File: src/rtl/sequence_store.sv
// Simon Says pattern memory: grows one symbol per round, replays it for the
// display sequencer and checks player input against it.
module sequence_store #(
  parameter int WIDTH = 2,
  parameter int DEPTH = 16,
  parameter int LW    = $clog2(DEPTH + 1)
) (
  input  logic             clk,
  input  logic             rst_n,
  input  logic             clear,
  input  logic             append,
  input  logic [WIDTH-1:0] append_data,
  input  logic             rd_start,
  input  logic             rd_next,
  input  logic             chk_valid,
  input  logic [WIDTH-1:0] chk_data,
  output logic [WIDTH-1:0] rd_data,
  output logic             rd_valid,
  output logic             rd_last,
  output logic             chk_ok,
  output logic             chk_err,
  output logic [LW-1:0]    length,
  output logic             full,
  output logic             overflow
);

  localparam int AW = $clog2(DEPTH);

  logic [WIDTH-1:0] mem [DEPTH];
  logic [LW-1:0]    ptr;
  logic             active;
  logic [WIDTH-1:0] cur;
  logic             is_last;
  logic             match;
  logic             wr_en;
  logic             step;

  assign cur      = mem[ptr[AW-1:0]];
  assign full     = (length == LW'(DEPTH));
  assign is_last  = (ptr == length - LW'(1));
  assign match    = (chk_data == cur);
  assign wr_en    = append && !clear && !full;
  assign step     = active && (chk_valid || rd_next);
  assign rd_valid = active;
  assign rd_last  = active && is_last;
  assign rd_data  = active ? cur : '0;

  // Storage is intentionally left unreset; length qualifies every read.
  always_ff @(posedge clk) begin
    if (wr_en) mem[length[AW-1:0]] <= append_data;
  end

  always_ff @(posedge clk or negedge rst_n) begin
    if (!rst_n) begin
      length   <= '0;
      ptr      <= '0;
      active   <= 1'b0;
      chk_ok   <= 1'b0;
      chk_err  <= 1'b0;
      overflow <= 1'b0;
    end else if (clear) begin
      length   <= '0;
      ptr      <= '0;
      active   <= 1'b0;
      chk_ok   <= 1'b0;
      chk_err  <= 1'b0;
      overflow <= 1'b0;
    end else begin
      if (append) begin
        if (!full) length <= length + LW'(1);
        else       overflow <= 1'b1;
      end
      chk_ok  <= chk_valid && active && match;
      chk_err <= chk_valid && !(active && match);
      if (rd_start) begin
        ptr    <= '0;
        active <= (length != '0);
      end else if (step) begin
        // A wrong symbol ends the pass just like reaching the end.
        if (is_last || (chk_valid && !match)) begin
          ptr    <= '0;
          active <= 1'b0;
        end else begin
          ptr <= ptr + LW'(1);
        end
      end
    end
  end

endmodule
File: config.mk
export PLATFORM = sky130hd
export DESIGN_NAME = sequence_store
export DESIGN_NICKNAME = d
export VERILOG_FILES = /design/src/rtl/sequence_store.sv
export SDC_FILE = /design/constraint.sdc
export NUM_CORES = 1
export LEC_CHECK = 0
export ABC_CLOCK_PERIOD_IN_PS = 3500
export CORE_ASPECT_RATIO = 2
export CORE_MARGIN = 3
export CORE_UTILIZATION = 25
export CTS_CLUSTER_SIZE = 28
export DETAILED_ROUTE_END_ITERATION = 10
export GPL_TIMING_DRIVEN = 0
export HOLD_SLACK_MARGIN = 0.06
export PLACE_DENSITY_LB_ADDON = 0.12
export RECOVER_POWER = 25
export SYNTH_ARGS = -nofsm -noshare
export SYNTH_HDL_FRONTEND = slang
export SYNTH_SLANG_ARGS = --single-unit
File: constraint.sdc
create_clock -name clk -period 3.5 [get_ports clk]
set_input_delay 0.525 -clock clk [delete_from_list [all_inputs] [get_ports clk]]
set_output_delay 0.525 -clock clk [all_outputs]
set_load 0.005 [all_outputs]
==> results of run 1 <==
==> layout make-up <==
cell class,count,area share [%]
flip-flops and latches,46,46.35
well taps,102,4.511
inverters,4,0.5307
multi-input cells,121,32.38
clock buffers,6,4.556
clock inverters,2,1.327
repair buffers,23,8.138
plain buffers,10,2.211
==> layout by cell type (no fill, tap or decap), drive strengths merged, types with 4 or more instances in the layout <==
cell / synthesis / routed
nor3b: 6 / 6
clkdlybuf4s50: 0 / 21
edfxtp: 32 / 32
a21oi: 5 / 5
buf: 6 / 6
nor2: 27 / 27
clkbuf: 4 / 10
nand2: 10 / 10
dfrtp: 14 / 14
mux4: 6 / 6
inv: 4 / 4
nor3: 7 / 7
mux2i: 6 / 6
ha: 6 / 6
xnor2: 7 / 7
xor2: 6 / 6
==> metal layers <==
metal  vias to the layer above  global-route usage, %  part of all wire, %
met5                         -                      0                    0
met4                         0                  4.776                  2.4
met3                        10                  2.340                  2.7
met2                        30                  23.74                   60
met1                       723                  12.56                   35
li1                        723                      -                    -
==> worst max-delay path: cells and delay by family (launching register included) <==
kind                   cells  cell delay [ps]
buffers and inverters      2              930
muxes                      2              700
DFF                        1              450
AOI/OAI and AO/OA          1              190
and+or+nand+nor            2              150
==> power groups by stage <==
stage / Clock [mW] / Sequential [mW] / Combinational (mW)
2_1_floorplan: 0 / 0.610 / 0.0779
3_3_place_gp: 0 / 0.613 / 0.137
3_5_place_dp: 0 / 0.613 / 0.137
4_1_cts: 0.556 / 0.601 / 0.137
5_1_grt: 0.578 / 0.602 / 0.149
6_report: 0.545 / 0.601 / 0.132
==> state kept, by name (all words and copies together) (netlist names) <==
register	flops
rd_valid	1
chk_ok	1
chk_err	1
overflow	1
ptr	5
length	5
mem	32
==> stage by stage <==
step           power [mW]  setup slack, ps  util [%]  cells  area (sq um)
6_report            1.278            264.3     31.39    314          2829
5_1_grt             1.329            35.31     31.39    314          2829
4_1_cts             1.295            191.9     31.39    314          2829
3_5_place_dp       0.7491            501.1     29.54    306          2663
3_3_place_gp       0.7495            511.7     29.54    306          2663
2_1_floorplan      0.6878             1134         -    181          2305
==> kinds of logic (layout without fill, tap and decap cells) <==
| family | count (synthesis) | after routing | synth area share, % |
|---|---|---|---|
| flip-flops | 46 | 46 | 56.89 |
| multiplexers | 14 | 14 | 10.26 |
| AND/OR/NAND/NOR | 72 | 72 | 15.91 |
| adder cells (fa/ha/maj) | 6 | 6 | 3.257 |
| AO/OA/AOI/OAI | 16 | 16 | 5.375 |
| buffers and inverters | 14 | 45 | 3.365 |
| XOR/XNOR | 13 | 13 | 4.940 |
==> worst min-delay path by stage <==
stage / startpoint / end / slack [ps] / depth (start not counted)
6_report: overflow / overflow / 510 / 2
5_1_grt: overflow / overflow / 580 / 2
4_1_cts: overflow / overflow / 520 / 2
3_5_place_dp: overflow / overflow / 510 / 2
3_3_place_gp: overflow / overflow / 490 / 2
2_1_floorplan: rst_n / chk_err / 230 / 0
==> results.md, run 1 <==
- Wire length per cell: between 15 and 20 um
- Sw frac: 22.39%
- Antenna Cells: 0
- I/O pin count: 24
- #FFs+latches synth: between 40 and 50
- RSZ-0062 raised after global routing: false
- Layout cells sized above 1: under 10%
- Core area: ~0.009 sq mm
- CTS tree: built
- CP arrival: 2710 ps
- Reg power frac: a little under half
- Synth unique cells: 42
- Slowest CP cell: buf_1
- Post-Syn Area: approximately 0.0023 sq mm
- PortBufs: 23
- Critical Path Max Stage Delay: 490 ps
- Status: complete, no violations
- P_int: 0.9920 mW
- Critical Path Sink: rd_data[1]
- Number of global-route vias before repair: 1691
- TritonCTS Buffers: 5
- Fin crit share: just over 90%
- Final net count: 228
- Static leakage: 1.017 nW
- Slew headroom: 54.48%
- CP startpoint: ptr[1]
- Rows: 49
- Main synth FF type: edfxtp_1
- DRC Markers: 0
- Multi-input logic area: 915.9 sq um
- Max-cap violation count: 0
- Async SR Flop Fraction: 30.43%
- Skew final: 4.133 ps
- Syn Nets: 198
- Sequential fraction of the synthesis area: 56.89%
- WHS: 510.4 ps
- Main area contributors after synthesis: edfxtp_1, dfrtp_1, mux4_1
- Min-Delay Path Class: reg -> reg
- Reg clk slew, reported paths: 60 ps
- Biggest area consumer among synthesized cells: edfxtp_1
- Bufs on Longest Clock Path: 2
- Critical path endpoint category: output port
- Top-count cell post-synth: edfxtp_1
- Congestion Overflow GR: 0
- Drt pass-1 iters: 4
- DR iter-0 viols: 63
- Most frequent CP cell: nor2_1
- Worst-path maximum fanout: 10
- Die W: roughly 74 um
- Placer congestion estimate: 0.7053
- WL final: 5757 um
- Clock latency on the worst-skew pair: between 200 and 300 ps
- Setup bufs post-CTS: 0
- Full die area: 0.01048 sq mm
- Final hold vios: 0
- Min Tclk post-route: approximately 3200 ps
- Via density: between 4 and 5
- Htree depth: 2
- Largest net degree at the start of global routing: 17
- Die Ht: 141.8 um
- Synth Instances: 181
- Syn avg cell area: 12.73 sq um
- CTS root buf: clkbuf_16
- Post-synth top area share: 41.69%
- Vias: 1486
- Total track usage: 12.41%
- CTS-repair resized insts: 0
- Psw: 0.2861 mW
- Synth warnings: 0
- Antenna violations before repair: 0
- Syn-to-layout area delta: 22.75%
- Number of fillers in the final layout: just over 900
- Worst path required time: 2970 ps
- CP cell instances: buf_1, mux4_1, mux2i_1, nor2_1, a21oi_1, nor2_1, clkdlybuf4s50_1
- Pins Over Slew Limit: 0
- Clock sink total: 46
- Reg-to-reg endpoint: ptr[2]
- Initial Util: 25.57%
- Sum Neg Setup Slack: 0 ps
- Fmax: 309.1 MHz
- Worst Reg-to-Reg Cells: 8
- Post-synth EDFFs: 32
- ANT nets after route: 0
- Kind of critical path: reg -> out
- Register-to-register path setup slack: roughly 740 ps
- Comb power frac: 10.4%
- HPWL Detailed: 4396 um
- First-pass GRT wire length: around 9500 um
- Power share of the clock group: between 40% and 50%
- Final-report setup violation count: 0
- Type of origin of the critical path: flip-flop
- Worst vdd ir: between 0.0002 and 0.00025 V
- Hold-fix buffer count after cts: 0
- Worst slew pin tran: 680.6 ps
- Pwr dens: 451.8 mW/mm^2
- Most frequent cells after synthesis: edfxtp_1, nor2_1, dfrtp_1
- Critical R2R Launch: ptr[1]
- Sequential Area: 0.001311 sq mm
(Power assumes the default switching activity.)
==> run 2: changes to the inputs <==
CORE_MARGIN = unset   (was 3)
GPL_ROUTABILITY_DRIVEN = 0   (was unset)
==> run 2 against run 1 <==
Total power decreased by 6.6%. Clock-buffer cell count up 1. Design area fell by 0.93%. Combinational power hardly changed. Clock skew is 1.9 ps higher. Cell count is the same. Largest power group unchanged. Maximum frequency fell by 0.42%. Worst hold slack improved by 3.4 ps. Global-route usage grew 0.54 points. Non-clock buffer count did not move. Clock power fell by 16%.
==> results.md, run 2 (same netlist as run 1, synthesis figures left out) <==
- Antenna Cells: 0
- Die Ht: 137.8 um
- Rows: 49
- PortBufs: 23
- Via density: ~4.8
- Static leakage: approximately 1 nW
- ANT nets after route: 0
- Kind of critical path: reg -> out
- DRC Markers: 0
- Number of fillers in the final layout: ~900
- Max-cap violation count: 0
- HPWL Detailed: 4335 um
- Number of global-route vias before repair: 1564
- Die W: 69.89 um
- Fin crit share: between 90% and 100%
- CTS root buf: clkbuf_16
- Slew headroom: 48.74%
- Drt pass-1 iters: 4
- Antenna violations before repair: 0
- Skew final: between 6 and 7 ps
- Full die area: between 0.009 and 0.01 sq mm
- Commonest non-fill, non-tap cell in the layout: edfxtp_1
- Congestion Overflow GR: 0
- Status: complete, no violations
- Worst path required time: slightly below 3000 ps
- WHS: 513.7 ps
- Reg clk slew, reported paths: 60 ps
- CP arrival: 2720 ps
- Final core occ: 31.31%
- Register-to-register path setup slack: 700 ps
- Sum Neg Setup Slack: 0 ps
- Syn-to-layout area delta: 21.61%
- Worst-path maximum fanout: 10
- Final-report setup violation count: 0
- Layout cells sized above 1: 6.132%
- Max reg flops: 32
- Bufs on Longest Clock Path: 2
- TritonCTS Buffers: 5
- I/O pin count: 24
- Clock sink total: 46
- Core area: between 0.008 and 0.009 sq mm
- Final hold vios: 0
- Min Tclk post-route: 3250 ps
- Htree depth: 2
- Pins Over Slew Limit: 0
- Wire length per cell: 18.06 um
- Most frequent cells in the layout: edfxtp_1, nor2_1, clkdlybuf4s50_1
- CTS tree: built
- Power Total: 1.194 mW
- Type of origin of the critical path: flip-flop
- Largest net degree at the start of global routing: 17
- Total track usage: roughly 13%
- Min-Delay Path Class: reg -> reg
- First-pass GRT wire length: 8894 um
- Setup bufs post-CTS: 0
- Pwr dens: 426.0 mW/mm^2
- CTS-repair resized insts: 0
- Final net count: 228
- Hold-fix buffer count after cts: 0
- RSZ-0062 raised after global routing: false
- Fmax: 307.7 MHz
- Clock latency on the worst-skew pair: 290 ps
- WL final: between 5000 and 6000 um
- DR iter-0 viols: 67
- Critical path endpoint category: output port
- Worst slew pin tran: 749.5 ps
- Initial Util: 25.75%
- Vias: 1497
- Worst vdd ir: approximately 0.00018 V
[run 2: changes by cell type in the layout (fill, tap and decap cells not counted)]
cell | previous run | this run
bufinv_16 | 1 | 0
clkbuf_1 | 5 | 6
[run 2: per-layer routing]
layer	track usage, %	share of wire, %
met1	11.90	36
met2	25.64	58
met3	2.414	2.7
met4	7.667	4.0
met5	0	0
[run 2: path summary, 6_finish.rpt]
check / cells past startpoint / to / startpoint
max: 7 / rd_data[1] / ptr[1]
max reg2reg: 8 / rd_valid / ptr[1]
min in group asynchronous: 1 / ptr[3] / rst_n
max in group asynchronous: 1 / length[1] / rst_n
min: 2 / overflow / overflow
min reg2reg: 2 / overflow / overflow
[run 2: power by group]
group	switching [mW]	internal, mW	leakage (nW)
Combinational	0.0697	0.0629	0.459
Clock	0.195	0.265	0.0641
Sequential	0.00956	0.592	0.480
[run 2: stage by stage]
| step | instance area (sq um) | setup slack, ps | cells |
|---|---|---|---|
| 2_1_floorplan | 2305 | 1134 | 181 |
| 3_3_place_gp | 2663 | 499.9 | 306 |
| 3_5_place_dp | 2663 | 503.7 | 306 |
| 4_1_cts | 2803 | 185.6 | 314 |
| 5_1_grt | 2803 | 45.68 | 314 |
| 6_report | 2803 | 250.5 | 314 |
[run 2: worst max-delay path, cell delays in order (launching register included)]
cell             delay (ps)
dfrtp_1                 460
buf_1                   510
mux4_1                  450
mux2i_1                 270
nor2_1                   90
a21oi_1                 140
nor2_1                   60
clkdlybuf4s50_1         450
[run 2: layout make-up]
| type | instances | area (sq um) | share of cell area (%) |
|---|---|---|---|
| sequential | 46 | 1311 | 46.79 |
| multi-input combinational | 121 | 915.9 | 32.68 |
| inverter | 4 | 15.01 | 0.5357 |
| tap | 102 | 127.6 | 4.554 |
| timing repair buffer | 23 | 230.2 | 8.214 |
| buffer | 10 | 62.56 | 2.232 |
| clock buffer | 7 | 132.6 | 4.732 |
| clock inverter | 1 | 7.507 | 0.2679 |
